### src/rtl/multi_channel_arbiter_if.sv
// Request/response bundle between the pipeline end stages, the arbiter and shared_resource.
// master = requesting side (pipelines + shared_resource ready); slave = the arbiter.
interface multi_channel_arbiter_if #(
  parameter int NUM_CH = 4,
  parameter int ADDR_W = 8,
  parameter int ID_W   = 4
);
  localparam int CH_W = $clog2(NUM_CH);

  logic [NUM_CH*ADDR_W-1:0] in_address;
  logic [NUM_CH*ID_W-1:0]   in_id;
  logic [NUM_CH-1:0]        in_valid;
  logic [NUM_CH-1:0]        out_stall;
  logic                     in_ready;
  logic [ADDR_W-1:0]        out_address;
  logic [ID_W-1:0]          out_id;
  logic [CH_W-1:0]          out_choice;
  logic                     out_valid;

  modport master (
    output in_address, in_id, in_valid, in_ready,
    input  out_stall, out_address, out_id, out_choice, out_valid
  );

  modport slave (
    input  in_address, in_id, in_valid, in_ready,
    output out_stall, out_address, out_id, out_choice, out_valid
  );
endinterface

### src/rtl/multi_channel_arbiter.sv
// NUM_CH-way round-robin arbiter feeding a one-entry output register onto shared_resource.
// Optional per-channel saturating grant counters under MULTI_CHANNEL_ARBITER_STATS_EN.
module multi_channel_arbiter #(
  parameter int NUM_CH = 4,
  parameter int ADDR_W = 8,
  parameter int ID_W   = 4
) (
  input  logic                     clk,
  input  logic                     reset,
  multi_channel_arbiter_if.slave   bus
`ifdef MULTI_CHANNEL_ARBITER_STATS_EN
  ,
  input  logic                     clear_stats,
  output logic [NUM_CH*16-1:0]     out_grant_count
`endif
);
  localparam int CH_W = $clog2(NUM_CH);

  logic              r_valid;
  logic [ADDR_W-1:0] r_addr;
  logic [ID_W-1:0]   r_id;
  logic [CH_W-1:0]   r_choice;
  logic [CH_W-1:0]   r_rr_ptr;

  logic              w_any;
  logic              w_fire;
  logic              w_can_load;
  logic [CH_W-1:0]   w_g;
  logic [CH_W:0]     w_idx;
  logic [CH_W-1:0]   w_ptr_nxt;
  logic [NUM_CH-1:0] w_stall;

  // Rotating priority search starting at r_rr_ptr; extra index bit absorbs the wrap.
  always_comb begin
    w_any = 1'b0;
    w_g   = '0;
    w_idx = '0;
    for (int k = 0; k < NUM_CH; k++) begin
      w_idx = {1'b0, r_rr_ptr} + (CH_W+1)'(k);
      if (w_idx >= (CH_W+1)'(NUM_CH))
        w_idx = w_idx - (CH_W+1)'(NUM_CH);
      if (!w_any && bus.in_valid[w_idx[CH_W-1:0]]) begin
        w_any = 1'b1;
        w_g   = w_idx[CH_W-1:0];
      end
    end
  end

  assign w_can_load = !r_valid || bus.in_ready;
  assign w_fire     = w_can_load && w_any && reset;
  assign w_ptr_nxt  = (w_g == CH_W'(NUM_CH-1)) ? '0 : w_g + CH_W'(1);

  always_comb begin
    w_stall = bus.in_valid;
    for (int c = 0; c < NUM_CH; c++)
      if (w_fire && w_g == CH_W'(c)) w_stall[c] = 1'b0;
  end

  always_ff @(posedge clk or negedge reset) begin
    if (!reset) begin
      r_valid  <= 1'b0;
      r_addr   <= '0;
      r_id     <= '0;
      r_choice <= '0;
      r_rr_ptr <= '0;
    end else if (w_fire) begin
      r_valid  <= 1'b1;
      r_addr   <= bus.in_address[w_g*ADDR_W +: ADDR_W];
      r_id     <= bus.in_id[w_g*ID_W +: ID_W];
      r_choice <= w_g;
      r_rr_ptr <= w_ptr_nxt;
    end else if (r_valid && bus.in_ready) begin
      r_valid  <= 1'b0;
    end
  end

  assign bus.out_stall   = w_stall;
  assign bus.out_valid   = r_valid;
  assign bus.out_address = r_addr;
  assign bus.out_id      = r_id;
  assign bus.out_choice  = r_choice;

`ifdef MULTI_CHANNEL_ARBITER_STATS_EN
  logic [NUM_CH-1:0][15:0] r_cnt;

  // Clear takes priority over a coincident grant.
  always_ff @(posedge clk or negedge reset) begin
    if (!reset) begin
      r_cnt <= '0;
    end else if (clear_stats) begin
      r_cnt <= '0;
    end else begin
      for (int c = 0; c < NUM_CH; c++)
        if (w_fire && w_g == CH_W'(c) && r_cnt[c] != 16'hFFFF)
          r_cnt[c] <= r_cnt[c] + 16'd1;
    end
  end

  assign out_grant_count = r_cnt;
`endif
endmodule

### src/flat_wrapper.sv
// flat-port wrapper written by rule: the top's interface ports become plain ports
module multi_channel_arbiter_flat 
#(
  parameter int NUM_CH = 4,
  parameter int ADDR_W = 8,
  parameter int ID_W   = 4
)
  (clk, reset, bus_in_address, bus_in_id, bus_in_valid, bus_in_ready, bus_out_stall, bus_out_address, bus_out_id, bus_out_choice, bus_out_valid);
  multi_channel_arbiter_if #(.NUM_CH(NUM_CH), .ADDR_W(ADDR_W), .ID_W(ID_W)) bus_i ();
  input  logic clk;
  input  logic reset;
  input wire logic [$bits(bus_i.in_address)-1:0] bus_in_address;
  input wire logic [$bits(bus_i.in_id)-1:0] bus_in_id;
  input wire logic [$bits(bus_i.in_valid)-1:0] bus_in_valid;
  input wire logic [$bits(bus_i.in_ready)-1:0] bus_in_ready;
  output wire logic [$bits(bus_i.out_stall)-1:0] bus_out_stall;
  output wire logic [$bits(bus_i.out_address)-1:0] bus_out_address;
  output wire logic [$bits(bus_i.out_id)-1:0] bus_out_id;
  output wire logic [$bits(bus_i.out_choice)-1:0] bus_out_choice;
  output wire logic [$bits(bus_i.out_valid)-1:0] bus_out_valid;
  assign bus_i.in_address = bus_in_address;
  assign bus_i.in_id = bus_in_id;
  assign bus_i.in_valid = bus_in_valid;
  assign bus_i.in_ready = bus_in_ready;
  assign bus_out_stall = bus_i.out_stall;
  assign bus_out_address = bus_i.out_address;
  assign bus_out_id = bus_i.out_id;
  assign bus_out_choice = bus_i.out_choice;
  assign bus_out_valid = bus_i.out_valid;
  multi_channel_arbiter #(.NUM_CH(NUM_CH), .ADDR_W(ADDR_W), .ID_W(ID_W)) u_core (.clk(clk), .reset(reset), .bus(bus_i));
endmodule
### config.mk
export PLATFORM = sky130hd
export DESIGN_NAME = multi_channel_arbiter_flat
export DESIGN_NICKNAME = d
export VERILOG_FILES = /design/src/rtl/multi_channel_arbiter_if.sv /design/src/rtl/multi_channel_arbiter.sv /design/src/flat_wrapper.sv
export SDC_FILE = /design/constraint.sdc
export NUM_CORES = 1
export LEC_CHECK = 0
export ABC_AREA = 1
export CAP_MARGIN = 10
export CORE_MARGIN = 10
export CORE_UTILIZATION = 37
export DETAILED_ROUTE_END_ITERATION = 10
export GPL_ROUTABILITY_DRIVEN = 0
export PLACE_DENSITY_LB_ADDON = 0.05
export SETUP_SLACK_MARGIN = 0.02
export SYNTH_ARGS = -nofsm -noshare
export SYNTH_HDL_FRONTEND = slang
export SYNTH_SLANG_ARGS = --single-unit
export TNS_END_PERCENT = 10
### constraint.sdc
create_clock -name clk -period 2.1 [get_ports clk]
set_clock_uncertainty 0.05 [all_clocks]
set_input_delay 0.525 -clock clk [delete_from_list [all_inputs] [get_ports clk]]
set_output_delay 0.525 -clock clk [all_outputs]
set_load 0.005 [all_outputs]
# Word-level counts from Yosys, hierarchy flattened
# Index checks and enable logic that the tools add are counted.
[word_totals]
reg_bits = 17
out_inout_bits = 19
word_cells = 70
[op_classes]
addsub = 8
order_cmp = 8
n_eq_ne = 3
n_shift = 2
muxes = 27
reduce_logical = 17
[op_table]
columns = ["cell", "count"]
rows = [
  ["32-bit by 6-bit variable part select with 8-bit output", 1],
  ["2-bit two-way mux", 9],
  ["16-bit by 5-bit variable part select with 4-bit output", 1],
  ["1-bit two-way mux", 14],
  ["2-bit by 3-bit less-than comparator with 1-bit output, second input constant", 4],
  ["1-bit logical AND", 10],
  ["3-bit >= comparator, second input constant", 3],
  ["1-bit binary-select mux with 2-bit select", 4],
  ["2-bit by 1-bit subtractor with 2-bit output, second input constant", 4],
  ["2-bit by 2-bit adder with 3-bit output, second input constant", 2],
  ["2-bit equality test, second input constant", 2],
  ["1-bit logical NOT", 4],
  ["2-bit by 1-bit adder with 3-bit output, second input constant", 1],
  ["2-bit by 3-bit >= comparator with 1-bit output, second input constant", 1],
  ["2-bit by 1-bit adder with 2-bit output, second input constant", 1],
  ["2-bit by 1-bit equality test with 1-bit output, second input constant", 1],
  ["2-bit logical NOT", 1],
  ["2-bit nonzero test", 1],
  ["1-bit logical OR", 1],
]

# Longest topological paths before layout
[logic_depth]
ltp_word = 18
depth_mapped = 18
mapped_depth_nobuf = 15

# Least setup slack after synthesis
# Ideal clock, no wire load.
[synth_path]
path_kind = "input -> output"
startpoint = "input bus_in_valid[1]"
endpoint = "output bus_out_stall[1]"
t_arrival_ns = 1.627
t_required_ns = 1.525
setup_slack_ns = -0.102
cell_stages = 11
path_buffers = 2
path_cell_list = "inv_1 > nand2_1 > nand3_1 > nand2_2 > nor2_4 > nand3_4 > nand3_2 > buf_6 > buf_8 > nor2_2 > a21oi_1"
[synth_via]
elab_chain_cells = 16
elab_cells_between_ends = 27
cone_classes = "eq/ne (1); mux (17); reduce/logical (9)"
[synth_rtl]
columns = ["item", "line_no", "text"]
rows = [
  ["start: declaration", "flat_wrapper.sv:14", "input wire logic [$bits(bus_i.in_valid)-1:0] bus_in_valid;"],
  ["1-bit binary-select mux with 2-bit select", "multi_channel_arbiter.sv:42", "if (!w_any && bus.in_valid[w_idx[CH_W-1:0]]) begin"],
  ["1-bit two-way mux (not written as such)", "multi_channel_arbiter.sv:42", ""],
  ["1-bit two-way mux", "multi_channel_arbiter.sv:42", ""],
  ["1-bit logical NOT", "multi_channel_arbiter.sv:42", ""],
  ["1-bit logical AND", "multi_channel_arbiter.sv:42", ""],
  ["1-bit two-way mux", "multi_channel_arbiter.sv:42", ""],
  ["1-bit logical NOT", "multi_channel_arbiter.sv:42", ""],
  ["1-bit logical AND", "multi_channel_arbiter.sv:42", ""],
  ["1-bit two-way mux", "multi_channel_arbiter.sv:42", ""],
  ["1-bit logical NOT", "multi_channel_arbiter.sv:42", ""],
  ["1-bit logical AND", "multi_channel_arbiter.sv:42", ""],
  ["1-bit two-way mux", "multi_channel_arbiter.sv:42", ""],
  ["1-bit logical AND (2 in a row)", "multi_channel_arbiter.sv:50", "assign w_fire = w_can_load && w_any && reset;"],
  ["1-bit logical AND", "multi_channel_arbiter.sv:56", "if (w_fire && w_g == CH_W'(c)) w_stall[c] = 1'b0;"],
  ["1-bit two-way mux *", "multi_channel_arbiter.sv:56", ""],
  ["end: declaration", "flat_wrapper.sv:16", "output wire logic [$bits(bus_i.out_stall)-1:0] bus_out_stall;"],
]
# Every way passes the cells marked *; elsewhere a longest branch is shown, timed or not. The select of a mux whose other input is x is not followed.

# Worst setup path in the final report
[layout_path]
startpoint = "register u_core.r_rr_ptr[0]"
endpoint = "output bus_out_stall[1]"
[layout_via]
elab_chain_cells = 18
elab_cells_between_ends = 42
cone_classes = "add/sub (7); order compare (4); eq/ne (1); mux (21); reduce/logical (9)"
[layout_rtl]
columns = ["item", "line_no", "text"]
rows = [
  ["start: declaration", "multi_channel_arbiter.sv:23", "logic [CH_W-1:0] r_rr_ptr;"],
  ["start signal: assignment", "multi_channel_arbiter.sv:71", "r_rr_ptr <= w_ptr_nxt;"],
  ["parallel branches: the longest is 16 deep, another holds 2-bit by 1-bit adder with 3-bit output", "n/a", ""],
  ["1-bit logical AND *", "multi_channel_arbiter.sv:56", ""],
  ["1-bit two-way mux *", "multi_channel_arbiter.sv:56", ""],
]
# Every way passes the cells marked *. The select of a mux whose other input is x is not followed.

==> reports/summary.log <==
INFO  run_status     outcome=finished with violations
INFO  run_status     violated_checks=negative setup slack
INFO  route          drt_pass1_iterations=4
INFO  global_route   first_global_vias=2100
INFO  critical_path  worstPathRequired=1520ps
INFO  finish         post-route-util=70.13%
INFO  synth          number_of_instances_in_the_synthesized_netlist=259
INFO  route          route.detailed.drc=0
INFO  finish         areaGrowthSynthToFinish=84.12%
INFO  finish         fin_area=0.002785mm^2
INFO  critical_path  crit_arrival=2030ps
INFO  pwr            irDropWorstVdd=744.0uV
INFO  pwr            power.leakage=1.458nW
INFO  global_route   initial_antenna_violation_count=0
INFO  synth          synth.yosys.seq_area_share=28.12%
INFO  cts            clk_latency=260ps
INFO  synth          syn-num-nets=314
INFO  sta            tightest_slew=253.6ps
INFO  cts            number_of_buffers_on_the_longest_clock_path=2
INFO  finish         layout-drive-gt1-share=27.90%
INFO  cts            cts_tree=yes
INFO  critical_path  worst_setup_path_startpoint=u_core.r_rr_ptr[0]
INFO  synth          synthDistinctLibCells=23
INFO  route          detailroute.via_count=2011
INFO  cts            htree_levels=1
INFO  route          route.final.wire_length=6121um
INFO  placed_design  placement.io_buffers=73
INFO  route          vias_per_cell=4.881
INFO  cts            cts_root_buffer=clkbuf_8
INFO  cts            number_of_buffers_created_by_cts=3
INFO  placed_design  placement.cell_area=0.002425mm^2
INFO  global_route   met3_track_demand_over_resource=5.664%
INFO  global_route   global_routing_met2_resource_utilization=29.41%
INFO  synth          synthesis.area_per_instance=5.841um^2
INFO  sta            rsz0062_at_grt=yes
INFO  floorplanning  ios=74
INFO  global_route   grt-ovfl-total=0
INFO  global_route   track_usage=16.64%
INFO  critical_path  timing.reg2reg.setup_slack=-100ps
INFO  pwr            power.density_cell_area=1799mW/mm^2
INFO  route          postRouteAntennaNets=0
INFO  global_route   grt_util_met1=18.59%
INFO  cts            clk_pin_slew_worst_paths=70ps
INFO  sta            fin_ws=-508.1ps
INFO  sta            final-max-slew-violation-count=0
INFO  finish         filler_cell_count=332
INFO  cts            cts_sinks=17
INFO  critical_path  r2r_endpoint=u_core.bus.out_address[1]
INFO  critical_path  r2r-start=u_core.r_rr_ptr[0]
INFO  critical_path  setup.worst_path.class=flop to output pin
INFO  sta            finalCritPeriodShare=124.2%
INFO  critical_path  reg2regPathDepth=17
INFO  sta            final_period_minus_worst_setup_slack=2608ps
INFO  placed_design  dp.final_hpwl=4214um
INFO  global_route   gr-max-usage-layer=met2
INFO  floorplanning  row_count=23
INFO  route          route.detailed.wl_per_inst=14.86um
INFO  synth          syn-cell-area=0.001513mm^2
INFO  sta            setup-violations-final=16
INFO  flow_run       max_cap_violations=0
INFO  synth          postSynthRegisterBits=17
INFO  sta            achievable_clock_frequency=383.4MHz
INFO  sta            hold_viol_final=0
INFO  floorplanning  starting_utilization_of_the_core_area=38.09%
INFO  critical_path  crit_path_start_kind=flop
INFO  finish         seq_area=427.9um^2
INFO  synth          yosys_warnings=0
INFO  global_route   grt_pass1_wl=10050um
INFO  worst_hold_path worstHoldPathType=flop to flop
INFO  critical_path  cp-endpoint=bus_out_stall[1]
INFO  critical_path  critical_path.max_fanout=5
INFO  floorplanning  chipWidth=83.94um
INFO  floorplanning  design.die.area=0.007046mm^2
INFO  global_route   grt_max_degree=25
INFO  route          detail_route.iter0.violations=73
INFO  sta            slew_headroom=83.09%
INFO  finish         design.final.nets=418
INFO  critical_path  sort_of_element_at_the_end_of_the_critical_path=output pin
INFO  floorplanning  floorplan.die.height=83.94um
INFO  finish         antenna_cells_inserted=0
INFO  finish         area_of_the_multi_input_gates=0.001105mm^2
INFO  floorplanning  placeableCoreArea=0.003971mm^2
-- cell type report --
class                   instances  share of cell area [%]
multi-input cells             210                   39.67
repair buffers                113                   37.83
flip-flops and latches         17                   15.36
inverters                      17                   2.830
well taps                      50                   2.246
clock buffers                   3                   1.482
repair inverters                1                  0.3145
clock inverters                 1                  0.2695
-- layout by cell type, fill, tap and decap left out, drive strengths merged --
| master | instances |
|---|---|
| nand2 | 162 |
| clkdlybuf4s50 | 65 |
| buf | 42 |
| nand4 | 25 |
| inv | 18 |
| dfrtp | 17 |
| nand3 | 12 |
| clkbuf | 5 |
| dlygate4sd2 | 4 |
| nor2 | 4 |
| o21ai | 3 |
| a21oi | 2 |
| a31oi | 1 |
| o211ai | 1 |
| clkinvlp | 1 |
-- state kept, by name (all words and copies together), names as in the netlist --
| signal | count |
|---|---|
| u_core.bus.out_valid | 1 |
| u_core.r_rr_ptr | 2 |
| u_core.bus.out_address | 8 |
| u_core.bus.out_id | 4 |
| u_core.bus.out_choice | 2 |
-- how the worst min path moves through the flow --
stage                              startpoint                        end  slack [ps]  cells past startpoint
floorplan                               reset  u_core.bus.out_address[0]         180                      0
global placement         u_core.bus.out_id[2]       u_core.bus.out_id[2]         410                      2
detailed placement  u_core.bus.out_address[2]  u_core.bus.out_address[2]         410                      2
CTS                      u_core.bus.out_id[2]       u_core.bus.out_id[2]         430                      2
global route        u_core.bus.out_address[3]  u_core.bus.out_address[3]         460                      2
finish              u_core.bus.out_address[2]  u_core.bus.out_address[2]         430                      2
-- power by group --
group	internal (W)	switching, W	total, W
logic	0.00185	0.00230	0.00415
clock network	0.000134	0.000122	0.000256
registers	0.000489	0.000117	0.000606
total	0.00247	0.00254	0.00501
-- through the flow --
step	total power, W	TNS, ps	hold slack (ps)	std cells	setup WS [ps]
after floorplan	0.002834	-51.60	179.4	259	-27.55
after global placement	0.003828	-10490	413.2	387	-1001
after detailed placement	0.003868	-11020	413.9	387	-1054
after CTS	0.004748	-2116	433.7	408	-402.5
after global routing	0.005549	-4787	464.3	412	-593.3
final	0.005011	-2708	430.8	412	-508.1
-- Yosys cell counts --
cell | n | area share [%]
o211ai_1 | 1 | 0.50
nand3_4 | 1 | 1.2
nand2_2 | 4 | 1.7
dfrtp_1 | 17 | 28
a31oi_1 | 1 | 0.41
buf_2 | 8 | 2.6
nor2_2 | 1 | 0.41
nor2_1 | 2 | 0.50
a21oi_1 | 2 | 0.66
buf_1 | 1 | 0.25
nand2_1 | 158 | 39
inv_6 | 1 | 0.58
nand4_1 | 25 | 10
nand3_2 | 3 | 2.0
o21ai_1 | 1 | 0.33
buf_8 | 1 | 0.99
nor2_4 | 1 | 0.74
nand3_1 | 8 | 2.6
buf_6 | 2 | 1.5
o21ai_0 | 2 | 0.66
clkbuf_1 | 3 | 0.74
inv_1 | 12 | 3.0
inv_2 | 4 | 0.99
-- worst max-delay path: stages, from the launching register on --
cell and delay, ps:
dfrtp_2 460, buf_6 150, nand2_1 80, nand2_2 80, nand2_4 80, nand2_4 60
nor2_4 160, nand3_1 170, nand3_4 160, buf_6 110, inv_2 30, a21oi_2 100
buf_2 130
-- kinds of logic (layout without fill, tap and decap cells) --
| kind of cell | Yosys count | count (layout) | synth area share [%] |
|---|---|---|---|
| flip-flops | 17 | 17 | 28.12 |
| buffers and inverters | 32 | 135 | 10.67 |
| AO/OA/AOI/OAI | 7 | 7 | 2.564 |
| AND/OR/NAND/NOR | 203 | 203 | 58.64 |
-- metal layers --
layer  wire, um  part of all wire, %  up-vias
li1           -                    -     1028
met1       2496                   41      903
met2       3067                   50       70
met3        470                  7.7       10
met4         87                  1.4        0
met5          0                    0        -
-- timing repair --
item	4_1_cts	5_1_grt
endpoints found under the setup margin	18	18
hold buffers	0	0
hold endpoints to repair	0	0
buffers inserted	16	4
pin swaps	22	14
cloned	1	0
gates resized for setup	47	17
Note: power is estimated with default switching activity, not from simulation.
